===== config.mk =====
export PLATFORM = sky130hd
export DESIGN_NAME = barcode_rx
export DESIGN_NICKNAME = d
export VERILOG_FILES = /design/src/rtl/barcode_rx.sv
export SDC_FILE = /design/constraint.sdc
export NUM_CORES = 1
export LEC_CHECK = 0
export BUFFER_PORTS_ARGS = -buffer_cell sky130_fd_sc_hd__buf_2
export CORE_MARGIN = 1
export CORE_UTILIZATION = 29
export DETAILED_ROUTE_END_ITERATION = 10
export GPL_TIMING_DRIVEN = 0
export SLEW_MARGIN = 20
export SYNTH_ARGS = -nofsm -noshare
export SYNTH_HDL_FRONTEND = slang
export SYNTH_SLANG_ARGS = --single-unit

===== constraint.sdc =====
create_clock -name clk -period 4.2 [get_ports clk]
set_clock_uncertainty 0.1 [all_clocks]
set_input_delay 0 -clock clk [delete_from_list [all_inputs] [get_ports clk]]
set_output_delay 0 -clock clk [all_outputs]
set_load 0.01 [all_outputs]

===== src/rtl/barcode_rx.sv =====
// barcode_rx: decodes the serial station barcode into an 8-bit station ID.
//
// A frame is a start bar followed by 8 data bars, sent MSB first. The low
// width of the start bar sets the sample point for every data bar. A data bar
// that is still low at that point decodes as 0 (long bar). A data bar that has
// already gone high decodes as 1 (short bar). Only IDs with ID[7:6]==2'b00 are
// presented to the consumer.
//
// Ports:
//   clk        - system clock
//   rst_n      - synchronous active-low reset
//   BC         - raw barcode line, asynchronous, idles high
//   clr_ID_vld - one-cycle consumer pulse that clears ID_vld
//   ID         - last valid station ID
//   ID_vld     - high while ID holds an unconsumed valid ID
module barcode_rx #(
    parameter int CNT_W = 22
) (
    input  logic       clk,
    input  logic       rst_n,
    input  logic       BC,
    input  logic       clr_ID_vld,
    output logic [7:0] ID,
    output logic       ID_vld
);

    typedef enum logic [2:0] {
        IDLE,
        START,
        WAIT_FALL,
        TIME_BIT,
        DONE
    } state_t;

    localparam logic [CNT_W-1:0] CNT_MAX = '1;

    state_t           state;
    logic [CNT_W-1:0] period;
    logic [CNT_W-1:0] timer;
    logic [7:0]       shift;
    logic [3:0]       bit_cnt;

    // Two-flop synchronizer plus one edge flop. All three reset high, which
    // matches the idle level, so reset can never create a false fall.
    logic sync1_q, sync_q, edge_q;
    logic bc_s, fall;

    always_ff @(posedge clk) begin
        if (!rst_n) begin
            sync1_q <= 1'b1;
            sync_q  <= 1'b1;
            edge_q  <= 1'b1;
        end else begin
            sync1_q <= BC;
            sync_q  <= sync1_q;
            edge_q  <= sync_q;
        end
    end

    assign bc_s = sync_q;
    assign fall = edge_q & ~sync_q;

    always_ff @(posedge clk) begin
        if (!rst_n) begin
            state   <= IDLE;
            period  <= '0;
            timer   <= '0;
            shift   <= 8'h00;
            bit_cnt <= 4'd0;
            ID      <= 8'h00;
            ID_vld  <= 1'b0;
        end else begin
            // A clear can be overridden by a set later in this block.
            // If both happen in the same cycle, the new ID is kept.
            if (clr_ID_vld)
                ID_vld <= 1'b0;

            case (state)
                IDLE: begin
                    if (fall) begin
                        period  <= '0;
                        bit_cnt <= 4'd0;
                        state   <= START;
                    end
                end

                // The cycle that detected the fall is already one low cycle.
                // As a result, period ends one less than the bar width. That
                // offset is matched in TIME_BIT, which also starts one cycle
                // after its own fall.
                START: begin
                    if (bc_s) begin
                        timer <= '0;
                        state <= WAIT_FALL;
                    end else if (period == CNT_MAX) begin
                        state <= IDLE;
                    end else begin
                        period <= period + 1'b1;
                    end
                end

                WAIT_FALL: begin
                    if (fall) begin
                        timer <= '0;
                        state <= TIME_BIT;
                    end else if (timer == CNT_MAX) begin
                        state <= IDLE;
                    end else begin
                        timer <= timer + 1'b1;
                    end
                end

                TIME_BIT: begin
                    if (timer != CNT_MAX)
                        timer <= timer + 1'b1;
                    if (timer == period) begin
                        shift   <= {shift[6:0], bc_s};
                        bit_cnt <= bit_cnt + 1'b1;
                        timer   <= '0;
                        state   <= (bit_cnt == 4'd7) ? DONE : WAIT_FALL;
                    end
                end

                DONE: begin
                    if (shift[7:6] == 2'b00) begin
                        ID     <= shift;
                        ID_vld <= 1'b1;
                    end
                    state <= IDLE;
                end

                default: state <= IDLE;
            endcase
        end
    end

endmodule


==> key figures, run 1 <==
Status
  – Status: finished, final reports clean

GRT
  – Initial antenna violation count: 0
  – Grt ovf: 0
  – Tot GR Track Use: 14.15%
  – Pin count of the biggest net entering global routing: 14
  – Vias in the first global route: 3,057
  – First-pass GRT wire length: 15,010 µm

Pwr
  – Switching share of power: 20.93%
  – Comb pwr share: 3.1%
  – Internal power: 1.277 mW
  – Sequential power share: 42.0%
  – Clk pwr share: 54.9%
  – PwrDens: 360.3 nW/µm²
  – VDD IR max: 0.2096 mV
  – Sw power: 0.3379 mW
  – Static leakage: 1.624 nW

Job
  – Maxcap violations: 0

Logic synthesis
  – Synth Warn #: 0
  – Top-count cell post-synth: dfxtp_1
  – Share of the synthesized area in the top cell type: 37.15%
  – Synth Flop Type: dfxtp_1
  – Flops & latches, synth: 71
  – Largest area contributor in the netlist: dfxtp_1
  – Post-synth EDFFs: 0
  – Top cells by count, synth: dfxtp_1, nor2_1, nand2_1, nand3_1, a21oi_1
  – Synthesized area per cell: 9.067 µm²
  – Asr flop ratio synth: 0%
  – Synthesized area: 3826 µm²
  – Top post-synthesis cells by area: dfxtp_1, xor2_1, xnor2_1, mux2i_1, nor2_1
  – Syn_nets: 429
  – Sequential fraction of the synthesis area: 37.15%
  – Mapped Cells: 422
  – Yosys cell types: 70

Routing
  – Drc violations: 0
  – Total number of vias: 3,097
  – DRC violation total after the first TritonRoute iteration: 125
  – Drt pass-1 iters: 4
  – DRT antenna net count: 0
  – Final wirelength: 8856 µm
  – WL per Instance: 14.19 µm
  – Routed vias/inst: 4.963

Setup path
  – Critical path cell sequence: ha_1, nand4_2, o41ai_4, buf_6, a21oi_1, xnor2_1, nor2_1
  – Required @ worst endpoint: 4.31 ns
  – Critical path class: flip-flop to flip-flop
  – Slowest CP cell: o41ai_4
  – CP startpoint kind: flip-flop
  – CP endpoint kind: flip-flop
  – Worst endpoint data arrival time: 2.50 ns
  – Crit-path max FO: 10
  – CP Buf/Inv Count: 1
  – Slowest stage delay, CP: 0.55 ns
  – Top delay family on crit path: compound AO/OA/AOI/OAI gates

CTS
  – Skew-Pair Late Insertion Delay: 0.34 ns
  – CTS tree: built
  – Clk slew on worst S/H paths: 0.06 ns
  – # clock sinks: 71
  – Depth of the CTS H-tree: 3
  – CTS root buffer: clkbuf_16
  – Resized Gates After CTS: 0
  – Clock Path Buffers: 2
  – Cts bufs inserted: 9

Place
  – Final HPWL DP: 6345 µm
  – Post-Place Setup Slack: 1.842 ns
  – IO buf count: 11
  – Gpl congestion: 0.8408

STA
  – Final WS setup: 1.807 ns
  – Period utilisation layout: 56.99%
  – Relative slew slack: 53.03%
  – Final slew viol count: 0
  – Hold Fails Final Rpt: 0
  – Min Hold Slack: 0.2775 ns
  – Fmax: 417.8 MHz
  – Setup TNS Final: 0 ns
  – RSZ-0062 raised after global routing: false
  – Setup violations, final: 0
  – Min cycle time layout: 2.393 ns
  – Worst-margin pin slew: 0.6993 ns

Die
  – Row Count: 41
  – Core region area: 12,720 µm²
  – Die Y: 116.9 µm
  – Ports: 13
  – Die area: 13,660 µm²
  – Starting density of the core: 30.07%
  – DIE WIDTH: 116.9 µm

Layout
  – Antenna diodes: 0
  – Nets: 454
  – Final Util: 35.22%
  – Layout Area Growth over Synthesis: 17.10%
  – Layout cells sized above 1: 14.38%

Hold path
  – Hold Crit Class: input pin to flip-flop
[registers in the layout (all words and copies together), names as in the netlist]
signal	count
bc_s	1
timer	22
ID	8
shift	8
ID_vld	1
sync1_q	1
period	22
state	3
edge_q	1
bit_cnt	4
[kinds of logic after synthesis]
kind of cell	after synthesis	synth area share [%]
DFF	71	37.15
xor gates and xnor gates	42	9.614
buffers and inverters	30	4.610
adders and majority gates	3	0.9811
and+or+nand+nor	181	28.65
muxes	16	4.186
AOI/OAI and AO/OA	79	14.81
[path summary, 6_finish.rpt]
kind | cells past startpoint | slack (ns) | to | start
setup / recovery | 7 | 1.81 | period[4] | period[1]
hold / removal | 3 | 0.28 | sync1_q | BC
setup reg to reg | 7 | 1.81 | period[4] | period[1]
hold reg to reg | 1 | 0.31 | bc_s | sync1_q
[power by group through the flow]
| stage | Sequential (mW) | Clock [mW] | Combinational (mW) |
|---|---|---|---|
| global route | 0.679 | 0.929 | 0.0547 |
| detailed placement | 0.693 | 0 | 0.0475 |
| global placement | 0.693 | 0 | 0.0472 |
| finish | 0.678 | 0.886 | 0.0498 |
| floorplan | 0.692 | 0 | 0.0358 |
| CTS | 0.678 | 0.899 | 0.0500 |
[repair_timing]
action                                 CTS  global route
hold buffers                             3             0
setup buffers                            0             0
endpoints found under the hold margin    4             0
[worst reg2reg max path: stages, from the launching register on]
cell and delay [ns]:
dfxtp_1 0.49, ha_1 0.31, nand4_2 0.26, o41ai_4 0.55, buf_6 0.23, a21oi_1 0.10, xnor2_1 0.18, nor2_1 0.06
[cells in the final DEF, fill, tap and decap left out, types with 4 or more instances in the layout]
cell type	Yosys	final
nor4_2	5	4
nand2b_1	5	5
nor4_1	7	7
nor2b_1	18	18
a31oi_1	4	4
nand4_1	10	10
a21oi_1	24	24
xor2_1	22	22
buf_6	5	5
nor2_1	36	36
dfxtp_1	71	71
buf_2	2	13
or3_1	6	6
mux2i_1	16	16
nand2_1	27	27
clkbuf_1	9	9
o21ai_1	6	6
inv_1	9	9
nor3_1	9	9
a21o_1	4	4
nand3_1	25	25
o21ai_0	9	9
xnor2_1	20	20
clkbuf_16	0	9
[through the flow]
stage	instances	instance area (µm²)	power [mW]
finish	624	4481	1.615
global route	624	4481	1.662
CTS	624	4472	1.627
detailed placement	605	4096	0.7408
global placement	605	4096	0.7403
floorplan	422	3826	0.7282
[final cells by class]
| type | count | area, µm² |
|---|---|---|
| Sequential cell | 71 | 1421 |
| Fill cell | 1359 | 8242 |
| Clock inverter | 7 | 120.1 |
| Timing Repair Buffer | 14 | 85.08 |
| Inverter | 9 | 33.78 |
| Multi-Input combinational cell | 321 | 2237 |
| Clock buffer | 9 | 225.2 |
| Buffer | 21 | 142.6 |
| Tap cell | 172 | 215.2 |
[routing by layer]
layer	GRT usage [%]	vias to the layer above	share of wire (%)	routed length [µm]
met4	4.979	0	1.4	123
met3	3.399	9	4.0	358
li1	-	1561	-	-
met2	23.47	60	48	4268
met5	0	-	0	0
met1	17.93	1467	46	4106
No activity file was read; power rests on OpenSTA's default activity.
==> inputs of run 2 (changes only) <==
Settings changed: ABC_AREA set to 1.
Clock period 4.2 ns to 2.3 ns, I/O delays scaled along.
==> key figures, run 2 <==
CTS
  – Post-CTS Setup Bufs: 0 (unchanged)
  – Depth of the CTS H-tree: 3 (unchanged)
  – # clock sinks: 71 (unchanged)
  – Skew-Pair Late Insertion Delay: 0.34 ns (about the same)
  – Cts bufs inserted: 9 (unchanged)
  – CTS root buffer: clkbuf_16
  – Clk slew on worst S/H paths: 0.06 ns (about the same)
  – CTS tree: built
  – Clock Path Buffers: 2 (unchanged)

Logic synthesis
  – Sequential fraction of the synthesis area: 32.35% (-4.8 points)
  – Synthesized area: 4394 µm² (+15%)
  – Post-synth EDFFs: 0 (unchanged)
  – Asr flop ratio synth: 0% (unchanged)
  – Xor-xnor portion of the synthesized cell area: 4.784% (-4.8 points)
  – Top cells by count, synth: nand2_1, nor2_1, inv_1, dfxtp_1, nand3_1
  – Largest area contributor in the netlist: dfxtp_1
  – Flops & latches, synth: 71 (unchanged)
  – Synthesized area per cell: 6.304 µm² (-30%)
  – Share of the synthesized area in the top cell type: 32.35% (-4.8 points)
  – Largest family of logic cells by synthesized area: simple AND/OR/NAND/NOR gates
  – Mapped Cells: 697 (+65%)
  – Post-Synth Adder-Cell Area: 0.8542% (-0.13 points)
  – Synth Flop Type: dfxtp_1
  – Yosys cell types: 36 (-49%)
  – Simple-Gate Fraction of Synth Area: 41.77% (+13 points)
  – Syn_nets: 704 (+64%)
  – Top post-synthesis cells by area: dfxtp_1, nand2_1, nor2_1, inv_1, nand3_1
  – Post-synthesis mux area share: 0% (-4.2 points)
  – Top-count cell post-synth: nand2_1
  – Synth Warn #: 0 (unchanged)
  – Post-synthesis compound-gate area fraction: 9.510% (-5.3 points)

Place
  – Placed inst area: 4684 µm² (+14%)
  – Post-Place Setup Slack: 0.1139 ns (-1.728 ns)
  – IO buf count: 12 (+1)
  – Final HPWL DP: 8906 µm (+40%)
  – Gpl congestion: 0.9238 (+9.9%)

Layout
  – Layout Area Growth over Synthesis: 14.46%
  – Largest regs: period (22), timer (22)
  – Layout cells sized above 1: 12.36% (-2.0 points)
  – Fin area: 5030 µm² (+12%)
  – Nets: 730 (+61%)
  – Multi-input logic area: 2506 µm² (+12%)
  – Storage cell area: 1423 µm² (about the same)
  – Antenna diodes: 0 (unchanged)
  – Most frequent cells in the layout: nand2_1, nor2_1, inv_1, dfxtp_1, nand3_1
  – Most common cell after layout, fill and taps aside: nand2_1
  – Number of fill cells: 1,595 (+17%)

GRT
  – Grt ovf: 0 (unchanged)
  – First-pass GRT wire length: 19,780 µm (+32%)
  – Tot GR Track Use: 15.88% (+1.7 points)
  – Pin count of the biggest net entering global routing: 13 (-1)
  – Vias in the first global route: 3,861 (+26%)
  – Initial antenna violation count: 0 (unchanged)

STA
  – Setup violations, final: 0 (unchanged)
  – Worst-margin pin slew: 0.7182 ns (+0.01891 ns)
  – Setup TNS Final: 0 ns (unchanged)
  – Period utilisation layout: 91.93% (+35 points)
  – Final WS setup: 0.1857 ns (-1.621 ns)
  – Min cycle time layout: 2.114 ns (-0.2791 ns)
  – Hold Fails Final Rpt: 0 (unchanged)
  – RSZ-0062 raised after global routing: false
  – Fmax: 473.0 MHz (+13%)
  – Min Hold Slack: 0.2793 ns (+0.001842 ns)
  – Final slew viol count: 0 (unchanged)
  – Relative slew slack: 52.12% (-0.91 points)

Pwr
  – Static leakage: 2.084 nW (+28%)
  – Design Power: 4.761 mW (+190%)
  – VDD IR max: 0.4807 mV (+130%)
  – PwrDens: 946.5 nW/µm² (+160%)

Setup path
  – Top delay family on crit path: simple AND/OR/NAND/NOR gates
  – Critical path class: flip-flop to flip-flop
  – CP endpoint kind: flip-flop
  – Worst endpoint data arrival time: 2.21 ns (-0.29 ns)
  – Critical path cell sequence: ha_1, nand2_1, inv_1, nand2_1, nor2_2, nand3_2, nand2_1, nand2_1, nand2_2, inv_2, buf_4, buf_6, nand2_1, a21oi_1
  – CP Buf/Inv Count: 4 (+3)
  – CP startpoint kind: flip-flop
  – Crit-path max FO: 10 (unchanged)
  – Slowest stage delay, CP: 0.38 ns (-0.17 ns)
  – Required @ worst endpoint: 2.39 ns (-1.92 ns)
  – CP most frequent cell: nand2_1
  – Slowest CP cell: dfxtp_1

Die
  – Starting density of the core: 30.01% (-0.068 points)
  – Die Y: 125.1 µm (+7.0%)
  – Row Count: 44 (+7.3%)
  – DIE WIDTH: 125.1 µm (+7.0%)
  – Die area: 15,650 µm² (+15%)
  – Ports: 13 (unchanged)
  – Core region area: 14,640 µm² (+15%)

Routing
  – Drt pass-1 iters: 5 (+1)
  – WL met2: 5209 µm (+22%)
  – Final wirelength: 11,930 µm (+35%)
  – Metal1 wirelength: 6194 µm (+51%)
  – Top routing layer in use: met4
  – DRC violation total after the first TritonRoute iteration: 260 (+110%)
  – WL per Instance: 13.08 µm (-7.8%)
  – DRT antenna net count: 0 (unchanged)
  – Total number of vias: 4,204 (+36%)
  – Met3 wire length: 384 µm (+7.3%)
  – Drc violations: 0 (unchanged)
  – Routed vias/inst: 4.610 (-7.1%)

Job
  – Maxcap violations: 0 (unchanged)

Status
  – Status: finished, final reports clean

Hold path
  – Hold Crit Class: input pin to flip-flop
==> run 2: changes by cell type after synthesis, sizes merged, moves of 16 or more <==
cell and change:
inv +81, o21ai +17, nor2b -18, xnor2 -17, mux2i -16, nand3 +36, nand2 +171, nor2 +70
a21oi +20
==> run 2: cell type report <==
cell class / count / area share (%)
inverters: 92 / 6.866
repair buffers: 15 / 1.791
clock buffers: 11 / 5.025
clock inverters: 5 / 1.119
flip-flops and latches: 71 / 28.28
multi-input cells: 513 / 49.83
plain buffers: 21 / 2.512
well taps: 184 / 4.577
==> run 2: per-stage QoR <==
stage          util, %  std cells
2_1_floorplan        -        697
3_5_place_dp     31.99        893
4_1_cts          34.30        912
5_1_grt          34.35        912
6_report         34.35        912
3_3_place_gp     31.99        893
==> run 2: final timing paths <==
check	start	slack, ns	cells past startpoint	to
setup reg to reg	period[1]	0.19	14	period[13]
setup / recovery	period[1]	0.19	14	period[13]
hold / removal	BC	0.28	3	sync1_q
hold reg to reg	sync1_q	0.31	1	bc_s
==> run 2: timing repair <==
action | CTS | global route
hold buffers | 3 | 0
resized for setup | 0 | 2
endpoints found under the hold margin | 4 | 0
setup endpoints to repair | 0 | 16
==> run 2: kinds of logic after synthesis <==
group	Yosys count
AOI/OAI and AO/OA	78
DFF	71
xor gates and xnor gates	24
buffers and inverters	113
adders and majority gates	3
and+or+nand+nor	408
==> run 2: where the power goes <==
group	internal [mW]	total [mW]	switching [mW]
registers	1.37	1.51	0.141
logic	0.562	1.79	1.22
clock network	0.897	1.47	0.569
total	2.83	4.76	1.93
==> run 2: worst register-to-register path, stage by stage (launching register included) <==
cell     delay, ns
dfxtp_1       0.38
ha_1          0.18
nand2_1       0.07
inv_1         0.05
nand2_1       0.09
nor2_2        0.16
nand3_2       0.15
nand2_1       0.09
nand2_1       0.06
nand2_2       0.12
inv_2         0.05
buf_4         0.18
buf_6         0.16
nand2_1       0.08
a21oi_1       0.06
==> run 2: metal layers <==
layer | vias up | track usage (%)
met2 | 69 | 25.30
met4 | 0 | 4.806
met1 | 1868 | 21.43
met5 | - | 0
met3 | 15 | 3.338
li1 | 2252 | -
